==> config.mk <==
export PLATFORM = sky130hd
export DESIGN_NAME = ctrl_flow_redirect
export DESIGN_NICKNAME = d
export VERILOG_FILES = /design/src/rtl/ctrl_flow_redirect_pkg.sv /design/src/rtl/ctrl_flow_redirect_sat_counter.sv /design/src/rtl/ctrl_flow_redirect.sv
export SDC_FILE = /design/constraint.sdc
export NUM_CORES = 1
export LEC_CHECK = 0
export ABC_CLOCK_PERIOD_IN_PS = 3700
export BUFFER_PORTS_ARGS = -buffer_cell sky130_fd_sc_hd__buf_2
export CORE_AREA = 2 2 115 117
export CTS_CLUSTER_SIZE = 28
export DETAILED_ROUTE_END_ITERATION = 10
export DIE_AREA = 0 0 117 119
export PLACE_DENSITY = 0.65
export SLEW_MARGIN = 0
export SYNTH_ARGS = -nofsm -noshare
export SYNTH_HDL_FRONTEND = slang
export SYNTH_HIERARCHICAL = 1
export SYNTH_SLANG_ARGS = --single-unit
==> constraint.sdc <==
create_clock -name clk -period 3.7 [get_ports clk]
set_clock_uncertainty 0.2 [all_clocks]
set_input_delay 0.555 -clock clk [delete_from_list [all_inputs] [get_ports clk]]
set_output_delay 0.555 -clock clk [all_outputs]
set_load 0.005 [all_outputs]
==> src/rtl/ctrl_flow_redirect_pkg.sv <==
// ctrl_flow_redirect_pkg
// Shared CPU constants for the redirect controller. It holds the opcode and
// funct encodings, the squash FSM state encoding, the width of the squash
// counter, and a sign-extension helper.
package ctrl_flow_redirect_pkg;

    localparam logic [5:0] OP_RTYPE = 6'h00;
    localparam logic [5:0] OP_J     = 6'h02;
    localparam logic [5:0] OP_JAL   = 6'h03;
    localparam logic [5:0] OP_BEQ   = 6'h04;
    localparam logic [5:0] OP_BNE   = 6'h05;
    localparam logic [5:0] FN_JR    = 6'h08;

    // The squash counter only needs to hold 1..3.
    localparam int SQ_W = 2;

    typedef enum logic {
        ST_RUN    = 1'b0,
        ST_SQUASH = 1'b1
    } state_e;

    // Sign-extend a 16-bit immediate to 32 bits without shifting it.
    function automatic logic [31:0] sign_ext16(input logic [15:0] imm);
        return {{16{imm[15]}}, imm};
    endfunction

endpackage

==> src/rtl/ctrl_flow_redirect_sat_counter.sv <==
// sat_counter
// This is a statistics counter. It increments by one on each enabled cycle
// and stops at all-ones.
// Ports: clk, reset (async, active-high), i_inc (increment enable),
//        o_count [W-1:0] (current count, registered).
module sat_counter #(
    parameter int W = 16
) (
    input  logic         clk,
    input  logic         reset,
    input  logic         i_inc,
    output logic [W-1:0] o_count
);

    logic [W-1:0] r_count;

    // Saturating increment; holds the count once it reaches all-ones.
    always_ff @(posedge clk or posedge reset) begin
        if (reset) begin
            r_count <= {W{1'b0}};
        end else if (i_inc && !(&r_count)) begin
            r_count <= r_count + {{(W-1){1'b0}}, 1'b1};
        end else begin
            r_count <= r_count;
        end
    end

    assign o_count = r_count;

endmodule

==> src/rtl/ctrl_flow_redirect.sv <==
// ctrl_flow_redirect
// Decodes J, JAL, JR, BEQ and BNE and raises one redirect strobe toward the
// PC register. After each redirect it kills SQUASH_CYCLES valid wrong-path
// slots.
// Ports:
//   clk, reset (async, active-high)
//   pc, instr, instr_valid, rs_data, rt_data : the current fetch slot
//   isJR, jump, pcsel                        : redirect strobes
//   jr_address, jump_address, branch_offset  : redirect targets (combinational)
//   issue_ok                                 : the slot is on the correct path
//   link_we, link_data                       : JAL writes pc+1 to r31
//   redirect_cnt, squash_cnt                 : saturating statistics
module ctrl_flow_redirect
    import ctrl_flow_redirect_pkg::*;
#(
    parameter int SQUASH_CYCLES = 1,
    parameter int CNT_W         = 16
) (
    input  logic             clk,
    input  logic             reset,
    input  logic [31:0]      pc,
    input  logic [31:0]      instr,
    input  logic             instr_valid,
    input  logic [31:0]      rs_data,
    input  logic [31:0]      rt_data,
    output logic             isJR,
    output logic             jump,
    output logic             pcsel,
    output logic [31:0]      jr_address,
    output logic [31:0]      jump_address,
    output logic [31:0]      branch_offset,
    output logic             issue_ok,
    output logic             link_we,
    output logic [31:0]      link_data,
    output logic [CNT_W-1:0] redirect_cnt,
    output logic [CNT_W-1:0] squash_cnt
);

    state_e          r_state;
    logic [SQ_W-1:0] r_sq_cnt;

    logic [5:0] w_op;
    logic [5:0] w_fn;
    logic       w_live;
    logic       w_is_jr;
    logic       w_is_j;
    logic       w_taken;
    logic       w_strobe;
    logic       w_sq_inc;

    assign w_op = instr[31:26];
    assign w_fn = instr[5:0];

    // A live slot is a valid slot in RUN. Reset is included here so that all
    // strobes stay low while reset is held.
    assign w_live = !reset && (r_state == ST_RUN) && instr_valid;

    assign w_is_jr  = (w_op == OP_RTYPE) && (w_fn == FN_JR);
    assign w_is_j   = (w_op == OP_J) || (w_op == OP_JAL);
    assign w_taken  = ((w_op == OP_BEQ) && (rs_data == rt_data)) ||
                      ((w_op == OP_BNE) && (rs_data != rt_data));

    assign isJR     = w_live && w_is_jr;
    assign jump     = w_live && w_is_j;
    assign pcsel    = w_live && w_taken;
    assign w_strobe = isJR || jump || pcsel;

    assign issue_ok  = w_live;
    assign link_we   = w_live && (w_op == OP_JAL);
    assign link_data = pc + 32'd1;

    assign jr_address    = rs_data;
    assign jump_address  = {pc[31:26], instr[25:0]};
    assign branch_offset = sign_ext16(instr[15:0]);

    assign w_sq_inc = !reset && (r_state == ST_SQUASH) && instr_valid;

    // Squash FSM. Only valid slots advance it, so gaps do not use up
    // squash slots.
    always_ff @(posedge clk or posedge reset) begin
        if (reset) begin
            r_state  <= ST_RUN;
            r_sq_cnt <= {SQ_W{1'b0}};
        end else begin
            case (r_state)
                ST_RUN: begin
                    if (w_strobe) begin
                        r_state  <= ST_SQUASH;
                        r_sq_cnt <= SQ_W'(SQUASH_CYCLES);
                    end else begin
                        r_state  <= ST_RUN;
                        r_sq_cnt <= r_sq_cnt;
                    end
                end
                ST_SQUASH: begin
                    if (!instr_valid) begin
                        r_state  <= ST_SQUASH;
                        r_sq_cnt <= r_sq_cnt;
                    end else if (r_sq_cnt <= 2'd1) begin
                        // This is the last squashed slot; the next valid slot is live.
                        r_state  <= ST_RUN;
                        r_sq_cnt <= {SQ_W{1'b0}};
                    end else begin
                        r_state  <= ST_SQUASH;
                        r_sq_cnt <= r_sq_cnt - 2'd1;
                    end
                end
                default: begin
                    r_state  <= ST_RUN;
                    r_sq_cnt <= {SQ_W{1'b0}};
                end
            endcase
        end
    end

    sat_counter #(.W(CNT_W)) u_redirect_cnt (
        .clk     (clk),
        .reset   (reset),
        .i_inc   (w_strobe),
        .o_count (redirect_cnt)
    );

    sat_counter #(.W(CNT_W)) u_squash_cnt (
        .clk     (clk),
        .reset   (reset),
        .i_inc   (w_sq_inc),
        .o_count (squash_cnt)
    );

endmodule

==> metrics.md <==
| Metric | Value |
|---|---|
| Critical R2R Launch | r_state$_DFF_PP0_ |
| DR vias | 3,096 |
| Synth Warn # | 6 |
| Routed wire length | just over 9000 µm |
| Vias in the first global route | approximately 3,000 |
| Reg area | 876 µm² |
| R2r worst-path depth | 10 |
| Slew margin rel. | 0.590 |
| Flop pwr share | 0.389 |
| Final setup viols | 0 |
| Core area | around 13,000 µm² |
| Grt met2 use | 0.231 |
| Crit path DAT | approximately 3200 ps |
| Global route hottest layer | met2 |
| Critical path origin | reset |
| Global Route met1 Usage | 0.150 |
| RePlAce Congestion | around 0.84 |
| Fillers | between 1,000 and 1,500 |
| Pin count of the biggest net entering global routing | 19 |
| Die X | roughly 120 µm |
| Antenna cells | 0 |
| Leak pwr | approximately 0.0022 µW |
| Sequential area share after synthesis | 0.254 |
| Most common cell after layout, fill and taps aside | buf_2 |
| Die area | about 14,000 µm² |
| Vias per cell | around 4.4 |
| Grt ovf | 0 |
| Switching share of power | 0.280 |
| CTS tree | built |
| Root Driver | clkbuf_16 |
| Logic pwr share | 0.262 |
| Most frequent cells in the layout | buf_2 (229), xnor2_1 (46), xor2_1 (45), dfrtp_1 (35), nand3_1 (32) |
| GRT Total Usage | 0.128 |
| GR Util met3 | 0.0372 |
| Internal power | approximately 840 µW |
| Hold Path Origin | u_squash_cnt/o_count[15]$_DFFE_PP0P_ |
| Hold EP | u_squash_cnt/o_count[15]$_DFFE_PP0P_ |
| DRT iter0 DRCs | 117 |
| Final core utilization | 0.329 |
| Clock Sinks | 35 |
| Crit path cell chain | dlygate4sd3_1 > buf_2 > nor3b_1 > buf_4 > nand4b_1 > nor2_1 > mux2_2 > or2_2 > and3_1 > o2111ai_1 > nor4_1 > xor2_1 |
| Multi-input gate area | 1800 µm² |
| PortBufs | ~230 |
| VDD IR max | about 180 µV |
| Antenna-violating nets left | 0 |
| IO Count | approximately 300 |
| Mapped Cells | 392 |
| Die Ht | around 120 µm |
| Max incr delay on CP | between 500 and 600 ps |
| Final worst-path cycle share | 0.877 |
| Worst-path fanout max | 7 |
| Pwr Density | ~270 nW/µm² |
| Slew Limit Fails | 0 |
| # Max-Cap Violations | 0 |
| RSZ-0062 raised after global routing | false |
| Clock transition at path regs | roughly 50 ps |
| Unique cell type count in the Yosys netlist | 38 |
| Fin Setup TNS | 0 ps |
| DRC viols | 0 |
| Initial antenna violation count | 0 |
| Req. time, crit path | approximately 3700 ps |
| Clk_lat worst skew | 270 ps |
| CTS buffer count | 5 |
| Switching power | around 330 µW |
| Syn avg cell area | around 9 µm² |
| Drt wl/cell | 13.1 µm |
| Layout cells sized above 1 | 0.472 |
| Maximum clock path buffer count | 2 |
| Setup crit end kind | register |
| Area growth syn-to-layout | 22.8% |
| Top Family by Delay on Critical Path | simple AND/OR/NAND/NOR gates |
| Syn nets | approximately 530 |
| Reg2reg end | u_redirect_cnt/o_count[13]$_DFFE_PP0P_ |
| Nets@finish | between 600 and 700 |
| Status | finished clean |
| Post-CTS Setup Bufs | 0 |
| Number of H-tree levels | 2 |
| Mapped Area | 3450 µm² |
| Hold depth | 1 |
| F_max | approximately 0.3 GHz |
| Crit-path slowest cell | dlygate4sd3_1 |
| Register bit total from synthesis | 35 |
| Num rows | 42 |
| CP Launch Type | input pin |
| HPWL after DPL | around 7900 µm |
| Critical path buffers and inverters | 3 |
| Worst-margin pin slew | a little over 600 ps |
| First-pass GRT wire length | roughly 14,000 µm |
| Clk pwr share | 0.349 |
| Flop2flop setup slack | 1000 ps |
| Worst Hold Class | register to register |
| Min cycle time layout | ~3200 ps |
| Initial Util | 0.268 |
| Pre-antenna DRT Iters | 4 |
| Setup CP Type | input pin to register |
| Final Hold Viols | 0 |
==> cell usage after synthesis, drive strengths merged <==
master,n,area (µm²)
or4b,1,10.0
mux2,5,63.8
nand3b,2,15.0
xor2,45,394
nor2,17,63.8
buf,99,748
inv,8,30.0
o32a,1,10.0
and2b,1,7.51
ha,3,37.5
nand2b,1,6.26
nor3b,2,15.0
and4,4,37.5
nand4,20,138
nor3,4,20.0
o21ai,3,15.0
nor4,15,93.8
nand4b,3,26.3
nor4b,1,8.76
and2,5,31.3
nand3,32,160
nand2,18,82.6
and3,10,72.6
o21a,1,7.51
o2111ai,2,17.5
or2,3,18.8
dfrtp,35,876
or4,4,30.0
xnor2,46,403
a2111o,1,11.3
==> how the worst max path moves through the flow <==
stage / end / slack [ps] / cells after the start
2_1_floorplan: u_redirect_cnt/o_count[13]$_DFFE_PP0P_ / 810 / 10
3_3_place_gp: u_redirect_cnt/o_count[13]$_DFFE_PP0P_ / 300 / 11
3_5_place_dp: u_redirect_cnt/o_count[13]$_DFFE_PP0P_ / 320 / 11
4_1_cts: u_redirect_cnt/o_count[13]$_DFFE_PP0P_ / 430 / 12
5_1_grt: u_redirect_cnt/o_count[13]$_DFFE_PP0P_ / 250 / 12
6_report: u_redirect_cnt/o_count[13]$_DFFE_PP0P_ / 460 / 12
==> worst reg2reg max path, delay by kind of cell (launching register included) <==
kind / cells / cell delay, ps
compound gates: 1 / 180
xor+xnor: 1 / 170
buf+inv: 1 / 170
flops: 1 / 390
mux: 1 / 200
simple gates: 6 / 1310
==> area by class of cell <==
type | instances | share of cell area
Multi-Input combinational cell | 250 | 0.424
Timing Repair Buffer | 232 | 0.276
Sequential cell | 35 | 0.207
Tap cell | 176 | 0.0520
Clock buffer | 6 | 0.0328
Inverter | 8 | 0.00709
Clock inverter | 1 | 0.00118
==> logic make-up (layout without fill, tap and decap cells) <==
family,Yosys count,in the layout,synth area share
xor+xnor,91,91,0.231
buf+inv,107,247,0.226
fa+ha+maj,3,3,0.0109
compound gates,8,8,0.0178
simple gates,143,143,0.243
mux,5,5,0.0185
flops,35,35,0.254
==> stage by stage <==
stage | power, µW | hold WS (ps) | std cells | area [µm²] | setup WS, ps
after global routing | 1240 | 322 | 708 | 4240 | 247
final | 1170 | 291 | 708 | 4240 | 456
after global placement | 765 | 260 | 700 | 4080 | 300
after CTS | 1180 | 296 | 708 | 4240 | 432
after detailed placement | 768 | 268 | 700 | 4080 | 321
after floorplan | 653 | 109 | 392 | 3450 | 813
==> registers in the layout, summed over array words and instances (netlist names) <==
signal                  count
u_redirect_cnt/o_count     16
u_squash_cnt/o_count       16
r_sq_cnt                    2
r_state                     1
==> layer usage <==
layer	up-vias	part of all wire
li1	1538	-
met5	-	0
met3	11	0.082
met2	143	0.51
met1	1404	0.40
met4	0	0.0068
==> power by group through the flow <==
stage	clock [µW]	sequential (µW)	combinational (µW)
global placement	0	459	307
finish	406	454	305
detailed placement	0	459	310
CTS	417	453	311
floorplan	0	454	199
global route	444	459	340
==> timing repair <==
| item | 4_1_cts | 5_1_grt |
|---|---|---|
| resized for setup | 0 | 0 |
| hold buffers | 1 | 0 |
| hold endpoints to repair | 3 | 0 |
(Power assumes the default switching activity.)
